--- src/rtl/max7219_pkg.sv ---
// Shared definitions for the MAX7219 scan controller: register map,
// sequencer state encodings and the power-up register table.
package max7219_pkg;

  localparam logic [7:0] REG_NOOP       = 8'h00;
  localparam logic [7:0] REG_DIGIT0     = 8'h01;
  localparam logic [7:0] REG_DIGIT1     = 8'h02;
  localparam logic [7:0] REG_DIGIT2     = 8'h03;
  localparam logic [7:0] REG_DIGIT3     = 8'h04;
  localparam logic [7:0] REG_DIGIT4     = 8'h05;
  localparam logic [7:0] REG_DIGIT5     = 8'h06;
  localparam logic [7:0] REG_DIGIT6     = 8'h07;
  localparam logic [7:0] REG_DIGIT7     = 8'h08;
  localparam logic [7:0] REG_DECODE     = 8'h09;
  localparam logic [7:0] REG_INTENSITY  = 8'h0A;
  localparam logic [7:0] REG_SCAN_LIMIT = 8'h0B;
  localparam logic [7:0] REG_SHUTDOWN   = 8'h0C;
  localparam logic [7:0] REG_TEST       = 8'h0F;

  localparam logic [1:0] S_PWRUP = 2'd0;
  localparam logic [1:0] S_INIT  = 2'd1;
  localparam logic [1:0] S_FRAME = 2'd2;
  localparam logic [1:0] S_IDLE  = 2'd3;

  localparam logic [3:0] INIT_LAST     = 4'd5;
  localparam logic [3:0] INIT_INT_IDX  = 4'd4;
  localparam logic [3:0] DIGIT_LAST    = 4'd8;
  localparam logic [7:0] CODE_B_BLANK  = 8'h0F;

  typedef struct packed {
    logic [7:0] addr;
    logic [7:0] data;
  } word_t;

  // Power-up register table; shutdown is released only after every
  // other register holds a sane value so no garbage is ever displayed.
  function automatic word_t init_word(input logic [3:0] idx,
                                      input logic [7:0] decode,
                                      input logic [2:0] scan,
                                      input logic [3:0] inten);
    word_t w;
    case (idx)
      4'd0:    w = '{addr: REG_TEST,       data: 8'h00};
      4'd1:    w = '{addr: REG_SHUTDOWN,   data: 8'h00};
      4'd2:    w = '{addr: REG_DECODE,     data: decode};
      4'd3:    w = '{addr: REG_SCAN_LIMIT, data: {5'd0, scan}};
      4'd4:    w = '{addr: REG_INTENSITY,  data: {4'h0, inten}};
      default: w = '{addr: REG_SHUTDOWN,   data: 8'h01};
    endcase
    return w;
  endfunction

  // Digit n (1..8) lives in nibble n-1 of the frame; blank forces Code-B blank.
  function automatic word_t digit_word(input logic [3:0] n,
                                       input logic [31:0] frame,
                                       input logic blank);
    word_t w;
    logic [4:0] sh;
    logic [31:0] shifted;
    sh      = {n[2:0] - 3'd1, 2'b00};
    shifted = frame >> sh;
    w.addr  = {4'h0, n};
    w.data  = blank ? CODE_B_BLANK : {4'h0, shifted[3:0]};
    return w;
  endfunction

endpackage

--- src/rtl/max7219_scan_ctrl.sv ---
// MAX7219 sequencer: power-up wait, register init, then tear-free digit
// refresh on digit load or refresh-timer expiry, as {addr,data} words.
module max7219_scan_ctrl
  import max7219_pkg::*;
#(
  parameter int unsigned CLK_FRE     = 50_000_000,
  parameter int unsigned POWERUP_US  = 1000,
  parameter int unsigned REFRESH_HZ  = 50,
  parameter logic [7:0]  DECODE_MODE = 8'hFF,
  parameter logic [2:0]  SCAN_LIMIT  = 3'd7
) (
  input  logic        clk,
  input  logic        rst_n,
  input  logic [31:0] digits_in,
  input  logic        digits_load,
  input  logic [3:0]  intensity,
  input  logic        blank,
  output logic [15:0] word_data,
  output logic        word_valid,
  input  logic        word_ready,
  output logic        busy,
  output logic        frame_done
);

  localparam logic [31:0] PWRUP_CYCLES   = CLK_FRE / 32'd1_000_000 * POWERUP_US;
  localparam logic [31:0] REFRESH_CYCLES = CLK_FRE / REFRESH_HZ;
  localparam logic [31:0] PWRUP_LAST     = (PWRUP_CYCLES == 32'd0) ? 32'd0 : PWRUP_CYCLES - 32'd1;
  localparam logic [31:0] REFRESH_LAST   = (REFRESH_CYCLES == 32'd0) ? 32'd0 : REFRESH_CYCLES - 32'd1;

  logic [1:0]  state;
  logic [31:0] pwr_cnt;
  logic [31:0] ref_cnt;
  logic        timer_on;
  logic [3:0]  idx;
  logic [31:0] shadow;
  logic [31:0] fbuf;
  logic        dirty;
  logic        pending;
  logic [3:0]  int_last;

  logic        accept;
  logic        expire;
  logic        frame_entry;
  logic        init_exit;
  logic [31:0] snap;
  logic [3:0]  idx_next;

  // A frame is entering when we sit in S_FRAME without a word in flight:
  // word_valid only drops inside a frame on its final accept, which also leaves S_FRAME.
  assign accept      = word_valid && word_ready;
  assign expire      = timer_on && (ref_cnt == REFRESH_LAST);
  assign frame_entry = (state == S_FRAME) && !word_valid;
  assign init_exit   = (state == S_INIT) && accept && (idx == INIT_LAST);
  assign snap        = digits_load ? digits_in : shadow;
  assign idx_next    = idx + 4'd1;
  assign busy        = (state != S_IDLE);

  always_ff @(posedge clk or negedge rst_n) begin
    if (!rst_n) begin
      timer_on <= 1'b0;
      ref_cnt  <= 32'd0;
    end else begin
      if (init_exit) begin
        timer_on <= 1'b1;
      end
      if (timer_on) begin
        ref_cnt <= expire ? 32'd0 : ref_cnt + 32'd1;
      end
    end
  end

  // The snapshot clears both triggers; a load or expiry on that same cycle
  // is already covered by the frame being started.
  always_ff @(posedge clk or negedge rst_n) begin
    if (!rst_n) begin
      shadow  <= 32'd0;
      dirty   <= 1'b0;
      pending <= 1'b0;
    end else begin
      if (digits_load) begin
        shadow <= digits_in;
      end
      if (frame_entry) begin
        dirty   <= 1'b0;
        pending <= 1'b0;
      end else begin
        if (digits_load) begin
          dirty <= 1'b1;
        end
        if (expire) begin
          pending <= 1'b1;
        end
      end
    end
  end

  always_ff @(posedge clk or negedge rst_n) begin
    if (!rst_n) begin
      state      <= S_PWRUP;
      pwr_cnt    <= 32'd0;
      idx        <= 4'd0;
      word_valid <= 1'b0;
      word_data  <= 16'h0000;
      frame_done <= 1'b0;
      fbuf       <= 32'd0;
      int_last   <= 4'd0;
    end else begin
      frame_done <= 1'b0;
      case (state)
        S_PWRUP: begin
          if (pwr_cnt == PWRUP_LAST) begin
            state      <= S_INIT;
            idx        <= 4'd0;
            word_valid <= 1'b1;
            word_data  <= init_word(4'd0, DECODE_MODE, SCAN_LIMIT, intensity);
          end else begin
            pwr_cnt <= pwr_cnt + 32'd1;
          end
        end
        S_INIT: begin
          if (accept) begin
            if (idx == INIT_LAST) begin
              word_valid <= 1'b0;
              state      <= S_FRAME;
            end else begin
              idx       <= idx_next;
              word_data <= init_word(idx_next, DECODE_MODE, SCAN_LIMIT, intensity);
              if (idx_next == INIT_INT_IDX) begin
                int_last <= intensity;
              end
            end
          end
        end
        S_FRAME: begin
          if (!word_valid) begin
            fbuf       <= snap;
            word_valid <= 1'b1;
            if (intensity != int_last) begin
              word_data <= {REG_INTENSITY, 4'h0, intensity};
              int_last  <= intensity;
              idx       <= 4'd0;
            end else begin
              word_data <= digit_word(4'd1, snap, blank);
              idx       <= 4'd1;
            end
          end else if (accept) begin
            if (idx == DIGIT_LAST) begin
              word_valid <= 1'b0;
              frame_done <= 1'b1;
              state      <= S_IDLE;
            end else begin
              idx       <= idx_next;
              word_data <= digit_word(idx_next, fbuf, blank);
            end
          end
        end
        S_IDLE: begin
          if (dirty || pending) begin
            state <= S_FRAME;
          end
        end
        default: begin
          state <= S_PWRUP;
        end
      endcase
    end
  end

endmodule
--- config.mk ---
export PLATFORM = sky130hd
export DESIGN_NAME = max7219_scan_ctrl
export DESIGN_NICKNAME = d
export VERILOG_FILES = /design/src/rtl/max7219_pkg.sv /design/src/rtl/max7219_scan_ctrl.sv
export SDC_FILE = /design/constraint.sdc
export NUM_CORES = 1
export LEC_CHECK = 0
export CORE_ASPECT_RATIO = 0.8
export CORE_MARGIN = 5
export CORE_UTILIZATION = 60
export CTS_BUF_LIST = sky130_fd_sc_hd__clkbuf_4 sky130_fd_sc_hd__clkbuf_8 sky130_fd_sc_hd__clkbuf_16
export CTS_CLUSTER_SIZE = 24
export DETAILED_ROUTE_END_ITERATION = 12
export MAX_ROUTING_LAYER = met4
export PLACE_DENSITY = 0.83
export SETUP_SLACK_MARGIN = 0.1
export SLEW_MARGIN = 20
export SYNTH_ARGS = -nofsm -noshare
export SYNTH_HDL_FRONTEND = slang
export SYNTH_SLANG_ARGS = --single-unit
--- constraint.sdc ---
create_clock -name clk -period 8.4 [get_ports clk]
set_input_delay 1.26 -clock clk [delete_from_list [all_inputs] [get_ports clk]]
set_output_delay 1.26 -clock clk [all_outputs]
set_load 0.01 [all_outputs]
# Word level (Yosys, flattened, before mapping)
# Index checks and enable logic that the tools add are counted.
[op_classes] addsub=4 reduce_logical=19 bitwise=2 n_eq_ne=26 mux=50 n_shift=1
[op_table] op="$mux 16" n=6
[op_table] op="$add 32x1->32 const B" n=2
[op_table] op="$mux 32" n=2
[op_table] op="$pmux 11 s5" n=1
[op_table] op="$mux 4" n=13
[op_table] op="$pmux 16 s3" n=1
[op_table] op="$eq 32x16->1 const B" n=1
[op_table] op="$eq 32x20->1 const B" n=1
[op_table] op="$shr 32x5->4" n=1
[op_table] op="$ne 2x2->1 const B" n=8
[op_table] op="$mux 1" n=15
[op_table] op="$mux 2" n=7
[op_table] op="$mux 12" n=1
[op_table] op="$pmux 4 s3" n=1
[op_table] op="$reduce_and 6->1" n=2
[op_table] op="$eq 4x2->1 const B" n=2
[op_table] op="$eq 4x3->1 const B" n=2
[op_table] op="$ne 2x1->1 const B" n=4
[op_table] op="$pmux 2 s4" n=1
[op_table] op="$pmux 4 s2" n=1
[op_table] op="$reduce_and 7->1" n=1
[op_table] op="$ne 3x3->1 const B" n=2
[op_table] op="$reduce_bool 2->1" n=3
[op_table] op="$logic_and 1x1->1" n=5
[op_table] op="other kinds (16)" n=19
[totals] ff_bits=159 output_inout_bits=19 word_cells=115 in_bits=41

# Longest topological paths before layout
# Gate-level depths: netlist of the first run.
[logic_depth] depth_word=8 mapped_depth=9

# Worst setup path before layout of the first run
# No wires, ideal clock.
[synth_path] kind="in2reg" from="input digits_load" to="register fbuf[22]" setup_time_ns=0.125 arrival_time_ns=2.854 stages=5 setup_slack_ns=5.421 n_path_buf=3 path_cell_list="clkbuf_1 > buf_1 > clkbuf_1 > mux2_2 > mux2_2"
[synth_via] elab_chain_len=1
[synth_rtl] item="start, declared" line_no="max7219_scan_ctrl.sv:15" text="input logic digits_load,"
[synth_rtl] item="$mux 32"
[synth_rtl] item="named net snap[22]" line_no="max7219_scan_ctrl.sv:45" text="logic [31:0] snap;"
[synth_rtl] item="end signal, assigned" line_no="max7219_scan_ctrl.sv:136" text="fbuf <= snap;"
[synth_rtl] item="end, declared" line_no="max7219_scan_ctrl.sv:36" text="logic [31:0] fbuf;"
# The timed path passes the listed nets, and every way through them passes these cells.
# A chain may end at the register's enable or synchronous reset.

# Final worst setup path of the first run
[layout_path] from="register idx[0]" to="register word_data[0]"
[layout_via] elab_chain_len=8 word_cells_on_any_way=21
[layout_rtl] item="start, declared" line_no="max7219_scan_ctrl.sv:34" text="logic [3:0] idx;"
[layout_rtl] item="start signal, assigned" line_no="max7219_scan_ctrl.sv:126" text="idx <= idx_next;"
[layout_rtl] item="start signal, assigned" line_no="max7219_scan_ctrl.sv:152" text="idx <= idx_next;"
[layout_rtl] item="$add 4x1->4" line_no="max7219_scan_ctrl.sv:55" text="assign idx_next = idx + 4'd1;"
[layout_rtl] item="$sub 3x1->3" line_no="max7219_pkg.sv:60" text="sh = {n[2:0] - 3'd1, 2'b00};"
[layout_rtl] item="$shr 32x5->4" line_no="max7219_pkg.sv:61" text="shifted = frame >> sh;"
[layout_rtl] item="$mux 4" line_no="max7219_pkg.sv:63" text="w.data = blank ? CODE_B_BLANK : {4'h0, shifted[3:0]};"
[layout_rtl] item="$mux 16" line_no="max7219_scan_ctrl.sv:147" text="if (idx == DIGIT_LAST) begin"
[layout_rtl] item="$mux 16" line_no="max7219_scan_ctrl.sv:146" text="end else if (accept) begin"
[layout_rtl] item="$mux 16" line_no="max7219_scan_ctrl.sv:135" text="if (!word_valid) begin"
[layout_rtl] item="$pmux 16 s3" line_no="max7219_scan_ctrl.sv:109" text="case (state)"
[layout_rtl] item="end signal, assigned" line_no="max7219_scan_ctrl.sv:115" text="word_data <= init_word(4'd0, DECODE_MODE, SCAN_LIMIT, intensity);"
[layout_rtl] item="end signal, assigned" line_no="max7219_scan_ctrl.sv:139" text="word_data <= {REG_INTENSITY, 4'h0, intensity};"
[layout_rtl] item="end signal, assigned" line_no="max7219_scan_ctrl.sv:153" text="word_data <= digit_word(idx_next, fbuf, blank);"
[layout_rtl] item="end, declared" line_no="max7219_scan_ctrl.sv:18" text="output logic [15:0] word_data,"
# Parallel ways exist; a longest one is shown, timed or not. The select of a mux whose other input is x is not followed.

==> flow_metrics.py, run 1 <==
metrics = {
    "global_route": {
        "grt_max_degree": 80,
        "grt_pass1_vias": 5205,
        "grt_first_pass_wirelength_um": 25800,
        "track_usage_pct": 23.3,
        "antenna_found_initial": 0,
        "grt_overflow": 0,
    },
    "hold_path": {
        "worstHoldStart": "word_data[10]",
        "hp-class": "flop to flop",
        "worstHoldEndpoint": "word_data[10]",
        "hold_path_depth": 2,
    },
    "sta": {
        "finalCriticalPeriod_ps": 3220,
        "rsz0062_at_grt": "no",
        "hold_slack_ps": 475,
        "relSlewSlack_pct": 36.5,
        "worst_slack_ps": 5180,
        "setup_violations": 0,
        "drv_slew": 0,
        "fin_setup_tns_ps": 0,
        "worst_slew_pin_slew_ps": 952,
        "post-route-period-util_pct": 38.4,
        "finClkSkew_ps": 11.3,
        "finalHoldViolCount": 0,
        "max_freq_mhz": 310,
    },
    "synth": {
        "synth-edff-count": 0,
        "synthCells": 629,
        "synth_seq_area_share_pct": 52.5,
        "synth-xor-area-share_pct": 7.85,
        "synth_cell_types": 51,
        "synth_compound_area_share_pct": 5.83,
        "synthFlopType": "dfrtp_1",
        "synthAdderAreaFrac_pct": 2.59,
        "ys_ff_latch": 152,
        "netlist_area_sq_mm": 0.00725,
        "synth_mux_area_share_pct": 13.7,
        "ys_warn_count": 0,
        "syn_area_per_cell_sq_um": 11.5,
        "async_reset_ff_share_pct": 100,
        "synthSimpleGateAreaFrac_pct": 14.5,
        "synth_top_family_by_area": "simple AND/OR/NAND/NOR gates",
    },
    "detailed_routing": {
        "wl_per_cell_um": 18.0,
        "dr.pass1.iters": 5,
        "vias": 5016,
        "routed_wl_um": 15100,
        "vias_per_cell": 5.99,
        "ant_nets": 0,
        "drt_iter0_markers": 271,
        "drc": 0,
    },
    "cts": {
        "ctsLongestPathBuffers": 2,
        "clkLatencyLatePin_ps": 430,
        "cts_buffers": 17,
        "cts_hold_buf": 0,
        "h-tree-depth": 4,
        "cts-root-buf": "clkbuf_16",
        "post-cts-setup-buffers": 0,
        "clkTransAtPathRegs_ps": 70,
        "cts_resized": 0,
        "clock-sinks": 152,
        "cts_tree": "yes",
    },
    "placed_design": {
        "place.gp.congestion": 0.933,
        "dp_hpwl_um": 10400,
        "placed_cell_area_sq_mm": 0.00788,
        "portBuffers": 55,
        "pre_cts_slack_ps": 4860,
    },
    "setup_path": {
        "reg2reg_slack_ps": 5180,
        "path_max_fanout": 18,
        "r2r_start": "idx[0]",
        "worstPathArrival_ps": 3530,
        "critPathCaptureType": "flop",
        "path_buf_inv": 1,
        "crit_path_start_kind": "flop",
        "crit_path_cell_trace": "inv_1 -> ha_1 -> nor2_1 -> mux4_2 -> nor3b_1 -> nor3_1 -> nor3_1 -> o21ai_0",
        "cp_common_cell": "nor3_1",
        "rr_worst_depth": 8,
        "worstReg2RegEnd": "word_data[0]",
        "cp.required_ps": 8710,
        "crit_path_max_incr_delay_ps": 870,
        "path_delay_family": "simple AND/OR/NAND/NOR gates",
        "path_class": "flop to flop",
        "cpMaxStageDelayCell": "dfrtp_1",
    },
    "finish": {
        "final-seq-area_sq_mm": 0.00380,
        "drive_gt1_share_pct": 16.2,
        "nFillCells": 764,
        "diodes": 0,
        "multi_input_area_sq_mm": 0.00323,
        "syn2layout_area_growth_pct": 17.1,
        "final_nets": 733,
        "final_common_cell": "dfrtp_1",
        "most-common-layout-cells": "dfrtp_1 (152), mux2_2 (63), clkdlybuf4s50_1 (54), nand2_1 (49), xnor2_1 (47)",
        "design_area_sq_mm": 0.00849,
    },
    "die": {
        "ios": 60,
        "fp.coreArea_sq_mm": 0.0117,
        "start_util_pct": 62.0,
        "core.rowCount": 35,
        "die_width_um": 133,
        "die_area_sq_mm": 0.0144,
        "die_h_um": 108,
    },
    "job": {
        "maxCapViolations": 0,
    },
    "power": {
        "max-vdd-ir-drop_v": 0.000164,
        "power.density_mw_per_mm2": 233,
        "finalPower_mw": 1.98,
        "p_leak_nw": 3.82,
    },
    "run_status": {
        "status": "completed",
    },
}
per-layer routing:
layer | routed length, um | GRT usage (%)
met5 | 0 | -
met4 | 328 | 8.46
met3 | 617 | 4.09
met2 | 7180 | 36.4
met1 | 6950 | 31.0
cell families after synthesis:
group	count (synthesis)
xor+xnor	65
buf+inv	52
compound gates	64
other cells	1
flops	152
simple gates	199
fa+ha+maj	15
mux	81
worst max path at each step:
| stage | from | to | cells past startpoint |
|---|---|---|---|
| floorplan | digits_load | fbuf[22] | 5 |
| global placement | intensity[2] | word_data[3] | 7 |
| detailed placement | intensity[2] | word_data[3] | 7 |
| CTS | idx[0] | word_data[3] | 8 |
| global route | idx[0] | word_data[0] | 8 |
| finish | idx[0] | word_data[0] | 8 |
flip-flops by register name, summed over array words and instances (netlist names):
register and count:
pwr_cnt 32, timer_on 1, idx 4, dirty 1, frame_done 1, word_data 9
fbuf 32, ref_cnt 32, int_last 4, pending 1, state 2, word_valid 1
shadow 32
per-stage QoR:
step | std cells | utilization, %
6_report | 838 | 72.6
5_1_grt | 838 | 72.6
4_1_cts | 838 | 72.6
3_5_place_dp | 806 | 67.4
3_3_place_gp | 806 | 67.4
2_1_floorplan | 632 | -
cell usage after synthesis, types with 2 or more instances:
master	instances	share of area, %
dfrtp_1	152	52
nor3b_1	4	0.41
a21oi_1	6	0.41
a311oi_1	5	0.60
a21o_1	4	0.41
nand2_1	49	2.5
clkbuf_1	20	1.0
nor4_1	10	0.86
o31ai_1	6	0.62
buf_1	5	0.26
mux2_2	63	9.8
and4_1	6	0.72
o21a_1	5	0.52
buf_4	7	0.72
nor2_1	31	1.6
mux4_2	8	2.5
o21ai_0	22	1.5
and2_1	10	0.86
mux2i_1	10	1.4
nor3_1	7	0.48
ha_1	15	2.6
nor4b_1	2	0.24
nand3_1	29	2.0
and3_1	17	1.5
a21boi_0	2	0.21
nand4_1	18	1.6
nand2b_1	6	0.52
xor2_1	18	2.2
xnor2_1	47	5.7
o22ai_1	5	0.43
inv_1	19	0.98
o211ai_1	2	0.21
tightest hold or removal path, stage by stage (launching register included):
cell and delay [ps]:
dfrtp_1 340, nand2_1 40, o21ai_0 60
cell type report:
| cell class | count | area share, % |
|---|---|---|
| tap | 148 | 2.18 |
| clock inverter | 15 | 2.23 |
| clock buffer | 17 | 5.01 |
| multi-input combinational | 428 | 38.1 |
| inverter | 19 | 0.840 |
| timing repair buffer | 59 | 6.85 |
| sequential | 152 | 44.8 |
power breakdown:
part	total [mW]	switching (mW)	leakage, nW	internal, mW
Combinational	0.378	0.198	1.56	0.179
Sequential	0.830	0.0437	1.96	0.787
Clock	0.770	0.362	0.300	0.408
Total	1.98	0.604	3.82	1.37
No activity file was read; power rests on OpenSTA's default activity.
==> run 2, diff against run 1 <==
Settings changed: CORE_UTILIZATION 60 to 53, PLACE_DENSITY 0.83 to 0.78.
Clock period 8.4 ns to 2.9 ns, I/O delays scaled along.
==> flow_metrics.py, run 2 (synthesis results as in run 1) <==
metrics = {
    "job": {
        "maxCapViolations": 0,
    },
    "sta": {
        "rsz0062_at_grt": "no",
        "finalCriticalPeriod_ps": 2590,
        "drv_slew": 0,
        "relSlewSlack_pct": 58.6,
        "post-route-period-util_pct": 89.5,
        "finalHoldViolCount": 2,
        "worst_slew_pin_slew_ps": 621,
        "finClkSkew_ps": 11.5,
        "worst_slack_ps": 305,
        "setup_violations": 0,
        "hold_slack_ps": -3.70,
        "fin_setup_tns_ps": 0,
        "max_freq_mhz": 385,
    },
    "setup_path": {
        "cp.required_ps": 3260,
        "path_max_fanout": 22,
        "crit_path_start_kind": "flop",
        "worstPathArrival_ps": 2950,
        "path_class": "flop to flop",
        "critPathCaptureType": "flop",
        "rr_worst_depth": 7,
    },
    "finish": {
        "diodes": 0,
        "most-common-layout-cells": "dfrtp_1 (152), mux2_2 (63), clkdlybuf4s50_1 (54), nand2_1 (49), xnor2_1 (47)",
        "final_common_cell": "dfrtp_1",
        "final_util_pct": 63.9,
        "syn2layout_area_growth_pct": 19.0,
        "drive_gt1_share_pct": 17.5,
        "final_nets": 744,
    },
    "die": {
        "die_width_um": 141,
        "die_h_um": 115,
        "core.rowCount": 38,
        "ios": 60,
        "die_area_sq_mm": 0.0161,
        "start_util_pct": 53.7,
        "fp.coreArea_sq_mm": 0.0135,
    },
    "cts": {
        "cts_tree": "yes",
        "clock-sinks": 152,
        "cts_buffers": 17,
        "cts_hold_buf": 0,
        "clkLatencyLatePin_ps": 430,
        "h-tree-depth": 4,
        "cts_resized": 0,
        "ctsLongestPathBuffers": 2,
        "post-cts-setup-buffers": 0,
        "clkTransAtPathRegs_ps": 70,
        "cts-root-buf": "clkbuf_16",
    },
    "global_route": {
        "grt_first_pass_wirelength_um": 25300,
        "track_usage_pct": 20.3,
        "antenna_found_initial": 0,
        "grt_overflow": 0,
        "grt_pass1_vias": 5129,
        "grt_max_degree": 71,
    },
    "placed_design": {
        "dp_hpwl_um": 10600,
        "portBuffers": 55,
        "pre_cts_slack_ps": 235,
        "place.gp.congestion": 0.892,
    },
    "power": {
        "finalPower_mw": 5.71,
        "p_leak_nw": 3.86,
        "max-vdd-ir-drop_v": 0.000735,
        "power.density_mw_per_mm2": 663,
    },
    "detailed_routing": {
        "drt_iter0_markers": 314,
        "routed_wl_um": 14800,
        "vias_per_cell": 5.65,
        "wl_per_cell_um": 16.8,
        "drc": 0,
        "vias": 4982,
        "dr.pass1.iters": 5,
        "ant_nets": 0,
    },
    "run_status": {
        "status": "finished, violations left",
        "violations": "hold timing",
    },
    "hold_path": {
        "hp-class": "input pin to async pin",
    },
}
-- run 2: cell types whose count changed in the layout (fill, tap and decap cells not counted), sizes merged --
cell	change
buf	+11
bufinv	+1
clkbuf	+1
clkinv	-3
clkinvlp	+3
inv	-2
-- run 2: power by group --
| group | internal (mW) | switching (mW) |
|---|---|---|
| Sequential | 2.28 | 0.101 |
| Combinational | 0.544 | 0.613 |
| Clock | 1.23 | 0.948 |
-- run 2: layer usage --
layer	global-route usage, %	vias up	wire (um)
met4	7.88	0	271
li1	-	2327	-
met2	31.2	118	7080
met1	26.7	2511	6900
met3	4.47	26	567
met5	-	-	0
-- run 2: final cells by class --
class                      count  area, sq um
inverter                      19         71.3
clock buffer                  18          433
clock inverter                14          155
fill                         999         4880
sequential                   152         3800
multi-input combinational    428         3250
timing repair buffer          70          689
tap                          180          225
-- run 2: worst paths after layout --
check	startpoint	to	slack (ps)
worst max-delay path	idx[1]	idx[2]	310
worst min-delay path	rst_n	shadow[12]	-4
worst max register to register	idx[1]	idx[2]	310
worst min register to register	pwr_cnt[9]	pwr_cnt[9]	480
max in group asynchronous	rst_n	pwr_cnt[24]	2080
min in group clk	pwr_cnt[9]	pwr_cnt[9]	480
-- run 2: worst max-delay path, stage by stage, from the launching register on --
cell and delay, ps:
dfrtp_1 510, inv_1 160, ha_1 200, and3b_1 190, o21a_1 210, or4_4 660, or4b_1 540, nand2_1 80
-- run 2: stage by stage --
step,std cells,area (sq um)
after detailed placement,849,8020
final,881,8620
after global routing,881,8620
after floorplan,632,7260
after CTS,881,8610
after global placement,849,8020
==> run 3, diff against run 2 <==
Settings changed: CTS_CLUSTER_SIZE 24 to 40.
==> results of run 3 <==
Same layout as run 2: the final DEF is identical, and so are final timing and power.
